===== config.mk =====
export PLATFORM = sky130hd
export DESIGN_NAME = gc_pulse_tx
export DESIGN_NICKNAME = d
export VERILOG_FILES = /design/src/rtl/gc_pkg.sv /design/src/rtl/gc_sym_fifo.sv /design/src/rtl/gc_pulse_tx.sv
export SDC_FILE = /design/constraint.sdc
export NUM_CORES = 1
export LEC_CHECK = 0
export CORE_MARGIN = 2
export CORE_UTILIZATION = 35
export DETAILED_ROUTE_END_ITERATION = 10
export DONT_BUFFER_PORTS = 1
export PLACE_DENSITY = 0.59
export SKIP_CTS_REPAIR_TIMING = 1
export SLEW_MARGIN = 20
export SYNTH_ARGS = -nofsm -noshare
export SYNTH_HDL_FRONTEND = slang
export SYNTH_SLANG_ARGS = --single-unit

===== constraint.sdc =====
create_clock -name clk -period 1.7 [get_ports clk]
set_input_delay 0.51 -clock clk [delete_from_list [all_inputs] [get_ports clk]]
set_output_delay 0.51 -clock clk [all_outputs]
set_load 0.02 [all_outputs]

===== src/rtl/gc_pkg.sv =====
// Shared definitions for the GC/N64 line pulse transmitter.
// Holds the symbol codes, the transmit FSM state encoding and the phase
// lengths in microseconds that the pulse timer is scaled from.
package gc_pkg;

  // Line symbol codes as presented on sym_data.
  localparam logic [1:0] SYM_ZERO = 2'b00;
  localparam logic [1:0] SYM_ONE  = 2'b01;
  localparam logic [1:0] SYM_RSVD = 2'b10;
  localparam logic [1:0] SYM_STOP = 2'b11;

  typedef enum logic [1:0] {
    IDLE = 2'd0,
    LOW  = 2'd1,
    HIGH = 2'd2
  } tx_state_e;

  // Phase lengths in microseconds: a data bit is one short and one long
  // phase, totalling one bit period.
  localparam int PH_SHORT_US = 1;
  localparam int PH_LONG_US  = 3;
  localparam int PH_BIT_US   = 4;

endpackage


===== src/rtl/gc_sym_fifo.sv =====
// Purpose : small symbol queue between the handshake and the line FSM.
// Latency : a pushed entry is visible on pop_dat / empty one edge after the push.
// Backpr. : ready is a registered !full; flush empties the queue on the next edge.
//
// Ports:
//   clk, rst_n        clock, synchronous active-low reset
//   flush             drop all entries (wins over push and pop)
//   push, push_dat    write one entry (ignored when not ready)
//   pop               consume the head entry (ignored when empty)
//   pop_dat           head entry, valid while !empty
//   empty, ready      queue empty / queue can accept
module gc_sym_fifo #(
  parameter int DEPTH = 4,
  parameter int WIDTH = 2
) (
  input  logic             clk,
  input  logic             rst_n,
  input  logic             flush,
  input  logic             push,
  input  logic [WIDTH-1:0] push_dat,
  input  logic             pop,
  output logic [WIDTH-1:0] pop_dat,
  output logic             empty,
  output logic             ready
);

  localparam int AW = $clog2(DEPTH);
  localparam int PW = AW + 1;  // address plus wrap bit

  logic [PW-1:0]    wr_ptr_q, wr_ptr_d;
  logic [PW-1:0]    rd_ptr_q, rd_ptr_d;
  logic             ready_q, ready_d;
  logic             push_ok, pop_ok;
  logic [WIDTH-1:0] mem_q [DEPTH];

  assign empty   = (wr_ptr_q == rd_ptr_q);
  assign ready   = ready_q;
  assign push_ok = push && ready_q && !flush;
  assign pop_ok  = pop && !empty && !flush;
  assign pop_dat = mem_q[rd_ptr_q[AW-1:0]];

  always_comb begin
    wr_ptr_d = wr_ptr_q;
    rd_ptr_d = rd_ptr_q;
    if (flush) begin
      wr_ptr_d = '0;
      rd_ptr_d = '0;
    end else begin
      if (push_ok) wr_ptr_d = wr_ptr_q + PW'(1);
      if (pop_ok)  rd_ptr_d = rd_ptr_q + PW'(1);
    end
    // Full is decoded from the next pointers so ready can come from a flop.
    ready_d = !((wr_ptr_d[AW-1:0] == rd_ptr_d[AW-1:0]) &&
                (wr_ptr_d[AW] != rd_ptr_d[AW]));
  end

  always_ff @(posedge clk) begin
    if (!rst_n) begin
      wr_ptr_q <= '0;
      rd_ptr_q <= '0;
      ready_q  <= 1'b1;
    end else begin
      wr_ptr_q <= wr_ptr_d;
      rd_ptr_q <= rd_ptr_d;
      ready_q  <= ready_d;
    end
  end

  // Storage needs no reset: entries are only read between push and pop.
  always_ff @(posedge clk) begin
    if (push_ok) mem_q[wr_ptr_q[AW-1:0]] <= push_dat;
  end

endmodule


===== src/rtl/gc_pulse_tx.sv =====
// Purpose : turns queued line symbols into GC/N64 data-line pulses.
// Latency : symbol pushed at edge T into an idle, empty block drives the line low after T+1.
// Backpr. : sym_ready is a registered !full of the symbol queue.
//
// Optional feature macro: GC_PULSE_ABORT_EN adds the abort input, which
// flushes the queue and releases the line on the next edge.
//
// Ports:
//   clk, rst_n             clock, synchronous active-low reset
//   sym_valid, sym_data    symbol offer (00 data 0, 01 data 1, 11 stop, 10 reserved)
//   sym_ready              queue can accept
//   pulse                  line drive, 1 = released/high
//   transmitting           high while a symbol is on the line
//   fifo_empty             queue empty
//   sym_err                sticky, a reserved code was accepted
//   abort                  (GC_PULSE_ABORT_EN only) flush and release
module gc_pulse_tx
  import gc_pkg::*;
#(
  parameter int CLK_PER_US  = 50,
  parameter int FIFO_DEPTH  = 4,
  parameter int STOP_LOW_US = 1
) (
  input  logic       clk,
  input  logic       rst_n,
  input  logic       sym_valid,
  input  logic [1:0] sym_data,
  output logic       sym_ready,
  output logic       pulse,
  output logic       transmitting,
  output logic       fifo_empty,
  output logic       sym_err
`ifdef GC_PULSE_ABORT_EN
  ,
  input  logic       abort
`endif
);

  localparam int CNT_W = $clog2(PH_BIT_US * CLK_PER_US);
  localparam logic [CNT_W-1:0] SHORT_LEN = CNT_W'(PH_SHORT_US * CLK_PER_US);
  localparam logic [CNT_W-1:0] LONG_LEN  = CNT_W'(PH_LONG_US * CLK_PER_US);
  localparam logic [CNT_W-1:0] STOP_LEN  = CNT_W'(STOP_LOW_US * CLK_PER_US);

  tx_state_e        state_q, state_d;
  logic [CNT_W-1:0] cnt_q, cnt_d;
  logic [1:0]       sym_q, sym_d;
  logic             pulse_q, pulse_d;
  logic             tx_q, tx_d;
  logic             err_q, err_d;

  logic             abort_i;
  logic             accept;
  logic             push;
  logic             pop;
  logic [1:0]       head_dat;
  logic             expire;

`ifdef GC_PULSE_ABORT_EN
  assign abort_i = abort;
`else
  assign abort_i = 1'b0;
`endif

  // Reserved codes complete the handshake but never reach the queue.
  assign accept = sym_valid && sym_ready;
  assign push   = accept && (sym_data != SYM_RSVD) && !abort_i;
  assign err_d  = err_q || (accept && (sym_data == SYM_RSVD));
  assign expire = (cnt_q == CNT_W'(1));

  gc_sym_fifo #(
    .DEPTH (FIFO_DEPTH),
    .WIDTH (2)
  ) u_fifo (
    .clk      (clk),
    .rst_n    (rst_n),
    .flush    (abort_i),
    .push     (push),
    .push_dat (sym_data),
    .pop      (pop),
    .pop_dat  (head_dat),
    .empty    (fifo_empty),
    .ready    (sym_ready)
  );

  function automatic logic [CNT_W-1:0] low_len(input logic [1:0] code);
    case (code)
      SYM_ONE:  return SHORT_LEN;
      SYM_STOP: return STOP_LEN;
      default:  return LONG_LEN;
    endcase
  endfunction

  always_comb begin
    state_d = state_q;
    cnt_d   = cnt_q;
    sym_d   = sym_q;
    pulse_d = pulse_q;
    tx_d    = tx_q;
    pop     = 1'b0;

    case (state_q)
      IDLE: begin
        if (!fifo_empty) begin
          pop     = 1'b1;
          sym_d   = head_dat;
          cnt_d   = low_len(head_dat);
          pulse_d = 1'b0;
          tx_d    = 1'b1;
          state_d = LOW;
        end
      end
      LOW: begin
        if (expire) begin
          pulse_d = 1'b1;
          if (sym_q == SYM_STOP) begin
            tx_d    = 1'b0;
            state_d = IDLE;
          end else begin
            cnt_d   = (sym_q == SYM_ONE) ? LONG_LEN : SHORT_LEN;
            state_d = HIGH;
          end
        end else begin
          cnt_d = cnt_q - CNT_W'(1);
        end
      end
      HIGH: begin
        if (expire) begin
          // Chain straight into the next symbol so bits stay one period apart.
          if (!fifo_empty) begin
            pop     = 1'b1;
            sym_d   = head_dat;
            cnt_d   = low_len(head_dat);
            pulse_d = 1'b0;
            state_d = LOW;
          end else begin
            tx_d    = 1'b0;
            state_d = IDLE;
          end
        end else begin
          cnt_d = cnt_q - CNT_W'(1);
        end
      end
      default: begin
        pulse_d = 1'b1;
        tx_d    = 1'b0;
        state_d = IDLE;
      end
    endcase

    if (abort_i) begin
      pop     = 1'b0;
      pulse_d = 1'b1;
      tx_d    = 1'b0;
      state_d = IDLE;
    end
  end

  always_ff @(posedge clk) begin
    if (!rst_n) begin
      state_q <= IDLE;
      cnt_q   <= '0;
      sym_q   <= SYM_ZERO;
      pulse_q <= 1'b1;
      tx_q    <= 1'b0;
      err_q   <= 1'b0;
    end else begin
      state_q <= state_d;
      cnt_q   <= cnt_d;
      sym_q   <= sym_d;
      pulse_q <= pulse_d;
      tx_q    <= tx_d;
      err_q   <= err_d;
    end
  end

  assign pulse        = pulse_q;
  assign transmitting = tx_q;
  assign sym_err      = err_q;

endmodule


==> flow_summary_export.csv <==
group,metric,value,unit
synthesis,yosys.area.top_type,"dfxtp_1",
placed_design,dp_cells,287,
cells_and_area,n_antenna_cell,0,
synthesis,syn_inst,185,
synthesis,async_reset_ff_share,0,%
cells_and_area,fin_util,49.95,%
global_route,use_met2,24.51,%
placed_design,hpwlAfterDp,2.922,mm
floorplan,ioPinCount,10,
drt,wirelength,4.332,mm
synthesis,synth-seq-cells,30,
floorplan,core-area,5075,µm²
placed_design,post_dp_cell_area,2187,µm²
worst_hold_path,hold_path_class,"primary input to register",
pwr,seqPwrFrac,24.1,%
global_route,antenna_found_initial,0,
critical_path,crit_type,"register to register",
synthesis,synth_top_area_share,24.03,%
synthesis,ys_top_cells_by_count,"dfxtp_1 (22), ha_1 (12), inv_1 (11)",
timing,setup_viol,14,
timing,period_share,108.0,%
run_status,status,"finished with violations",
timing,worstMarginPinSlew,587.6,ps
cells_and_area,syn_to_final_growth,38.29,%
timing,skew,12.13,ps
synthesis,synth_area_leaders,"dfxtp_1 (24%), edfxtp_1 (13%), ha_1 (8.2%)",
clock_tree,cts.reportedPaths.clkPinSlew,80,ps
floorplan,die_h,76.37,µm
clock_tree,cts.sinks,30,
critical_path,critPathMaxStageDelay,350,ps
drt,vias_per_cell,5.248,
critical_path,slowest_stage,"nor3b_4",
synthesis,synthFlopType,"dfxtp_1",
pwr,power_density,1721,nW/µm²
pwr,leakage,1.043,nW
timing,final_max_slew_viol_count,0,
global_route,busiest_layer,"met2",
cells_and_area,drive_above_1_share,39.22,%
drt,drtIter0Drc,95,
timing,fmax,544.8,MHz
synthesis,synth_cell_type_count,58,
floorplan,design.die.area,5832,µm²
clock_tree,root_buffer,"clkbuf_8",
placed_design,port_buffers,0,
synthesis,synth.avg_cell_area,9.908,µm²
timing,slew_headroom,60.49,%
cells_and_area,postLayoutCellArea,2535,µm²
pwr,power.total,0.004362,W
pwr,comb_power_share,56.0,%
synthesis,yosysMostFrequentCell,"dfxtp_1",
global_route,grtUsageTotal,14.80,%
drt,drc,0,
critical_path,crit_path_start_kind,"register",
drt,wl_per_cell,14.34,µm
drt,ant_nets,0,
timing,finalHoldViolations,0,
pwr,peakVddDrop,0.0007479,V
pwr,switchingPower,0.001702,W
cells_and_area,layoutNonFillerInstCount,302,
timing,worst_slack,-135.5,ps
critical_path,path_cells,"inv_2, ha_4, nor3b_4, buf_6, a31oi_1, o21a_2, o22ai_1, a21oi_1",
clock_tree,htree_levels,2,
synthesis,syn_nets,202,
drt,vias,1585,
critical_path,cp.arrival,2000,ps
global_route,grt_first_pass_wirelength,6.948,mm
critical_path,worst_setup_path_end_kind,"register",
synthesis,synth_warnings,0,
global_route,met1_usage,18.97,%
floorplan,die_w,76.37,µm
synthesis,seq_area_frac_synth,37.13,%
global_route,use_met3,3.436,%
synthesis,syn-cell-area,1833,µm²
critical_path,required,1860,ps
clock_tree,clk_latency,290,ps
clock_tree,cts_tree,"built",
pwr,power.internal,0.002660,W
timing,fin_crit,1836,ps
pwr,switching_share,39.02,%
run_status,failed_checks,"setup timing",
global_route,grt-ovfl-total,0,
global_route,grt_max_degree,25,
clock_tree,numCtsBuffers,5,
global_route,grt_pass1_vias,1514,
clock_tree,cts.path.max_buffers,2,
cells_and_area,final_nets,248,
critical_path,path_max_fanout,5,
pwr,clock_power_share,19.9,%
run,maxCapViolCount,0,
drt,firstDrtPassIters,4,
synthesis,synth_edf_count,8,
floorplan,start_util,36.12,%
cells_and_area,fill_cells,471,
placed_design,place_congestion,0.8291,
timing,rsz0062_at_grt,"true",
floorplan,rows,26,
==> worst max-delay path: cells and delay by family (launching register included) <==
family / cells / cell delay, ps
AND/OR/NAND/NOR: 1 / 350
adder cells (fa/ha/maj): 1 / 130
flip-flops: 1 / 330
buffers and inverters: 2 / 240
AO/OA/AOI/OAI: 4 / 660
==> power groups by stage <==
stage                     clock, W  sequential, W  combinational (W)
final                     0.000870        0.00105            0.00244
after global routing      0.000922        0.00108            0.00266
after CTS                 0.000882        0.00104            0.00200
after detailed placement         0        0.00105            0.00199
after global placement           0        0.00105            0.00199
after floorplan                  0        0.00106            0.00136
==> per-stage QoR <==
stage / setup slack, ps / hold slack, ps / setup TNS, ps
after floorplan: -15.65 / 465.1 / -16.12
after global placement: -88.60 / 504.8 / -582.1
after detailed placement: -149.0 / 506.1 / -953.2
after CTS: -249.4 / 297.2 / -1608
after global routing: -194.6 / 301.2 / -2182
final: -135.5 / 305.7 / -901.7
==> registers in the layout, indices dropped and copies added, names as in the netlist <==
signal	count
u_fifo.wr_ptr_q	3
transmitting	1
pulse	1
state_q	2
sym_q	2
u_fifo.ready	1
cnt_q	8
sym_err	1
u_fifo.mem_q	8
u_fifo.rd_ptr_q	3
==> kinds of logic after synthesis <==
kind of cell | after synthesis | share of synthesized area [%]
muxes | 5 | 4.095
buffers and inverters | 19 | 5.666
DFF | 30 | 37.13
adders and majority gates | 12 | 8.191
and+or+nand+nor | 54 | 17.27
xor gates and xnor gates | 10 | 6.348
AOI/OAI and AO/OA | 55 | 21.30
==> worst paths after layout <==
kind,startpoint,endpoint,slack (ps),cells after the start
worst max-delay path,cnt_q[1]$_SDFFE_PN0P_,cnt_q[2]$_SDFFE_PN0P_,-140,8
worst min-delay path,rst_n,pulse$_SDFFE_PN1P_,310,1
worst max register to register,cnt_q[1]$_SDFFE_PN0P_,cnt_q[2]$_SDFFE_PN0P_,-140,8
worst min register to register,sym_q[0]$_SDFFE_PN0P_,sym_q[0]$_SDFFE_PN0P_,540,2
==> per-layer routing <==
metal | share of wire [%] | vias to the layer above
met5 | 0 | -
met4 | 1.7 | 0
met3 | 3.9 | 9
met2 | 50 | 37
met1 | 45 | 764
li1 | - | 775
==> cell type report <==
type | count | area, µm² | share of cell area [%]
Inverter | 12 | 57.56 | 2.270
Sequential cell | 30 | 685.7 | 27.05
Tap cell | 70 | 87.58 | 3.455
Timing Repair Buffer | 46 | 364.1 | 14.36
Multi-Input combinational cell | 136 | 1207 | 47.63
Clock inverter | 3 | 63.81 | 2.517
Clock buffer | 5 | 68.82 | 2.715
==> placed cells by master (no fill, tap or decap), types with 2 or more instances in the layout <==
master	count
inv_2	2
nor2_1	4
mux4_2	2
nand3_1	4
clkbuf_8	5
a21oi_2	6
buf_6	5
dfxtp_2	4
nor2b_1	7
a21oi_1	5
and3_1	4
xor2_1	6
xnor2_1	2
nand2_1	9
o21ai_1	6
buf_4	41
a31oi_1	3
a31oi_4	2
nor3_1	3
mux2i_1	3
and2_1	5
o41ai_1	2
edfxtp_1	8
a211oi_1	2
nor2_2	2
ha_1	10
o21ai_2	2
nand2b_1	3
o211ai_1	2
a21boi_1	3
dfxtp_1	18
bufinv_16	2
inv_1	9
or3_1	2
(Power assumes the default switching activity.)
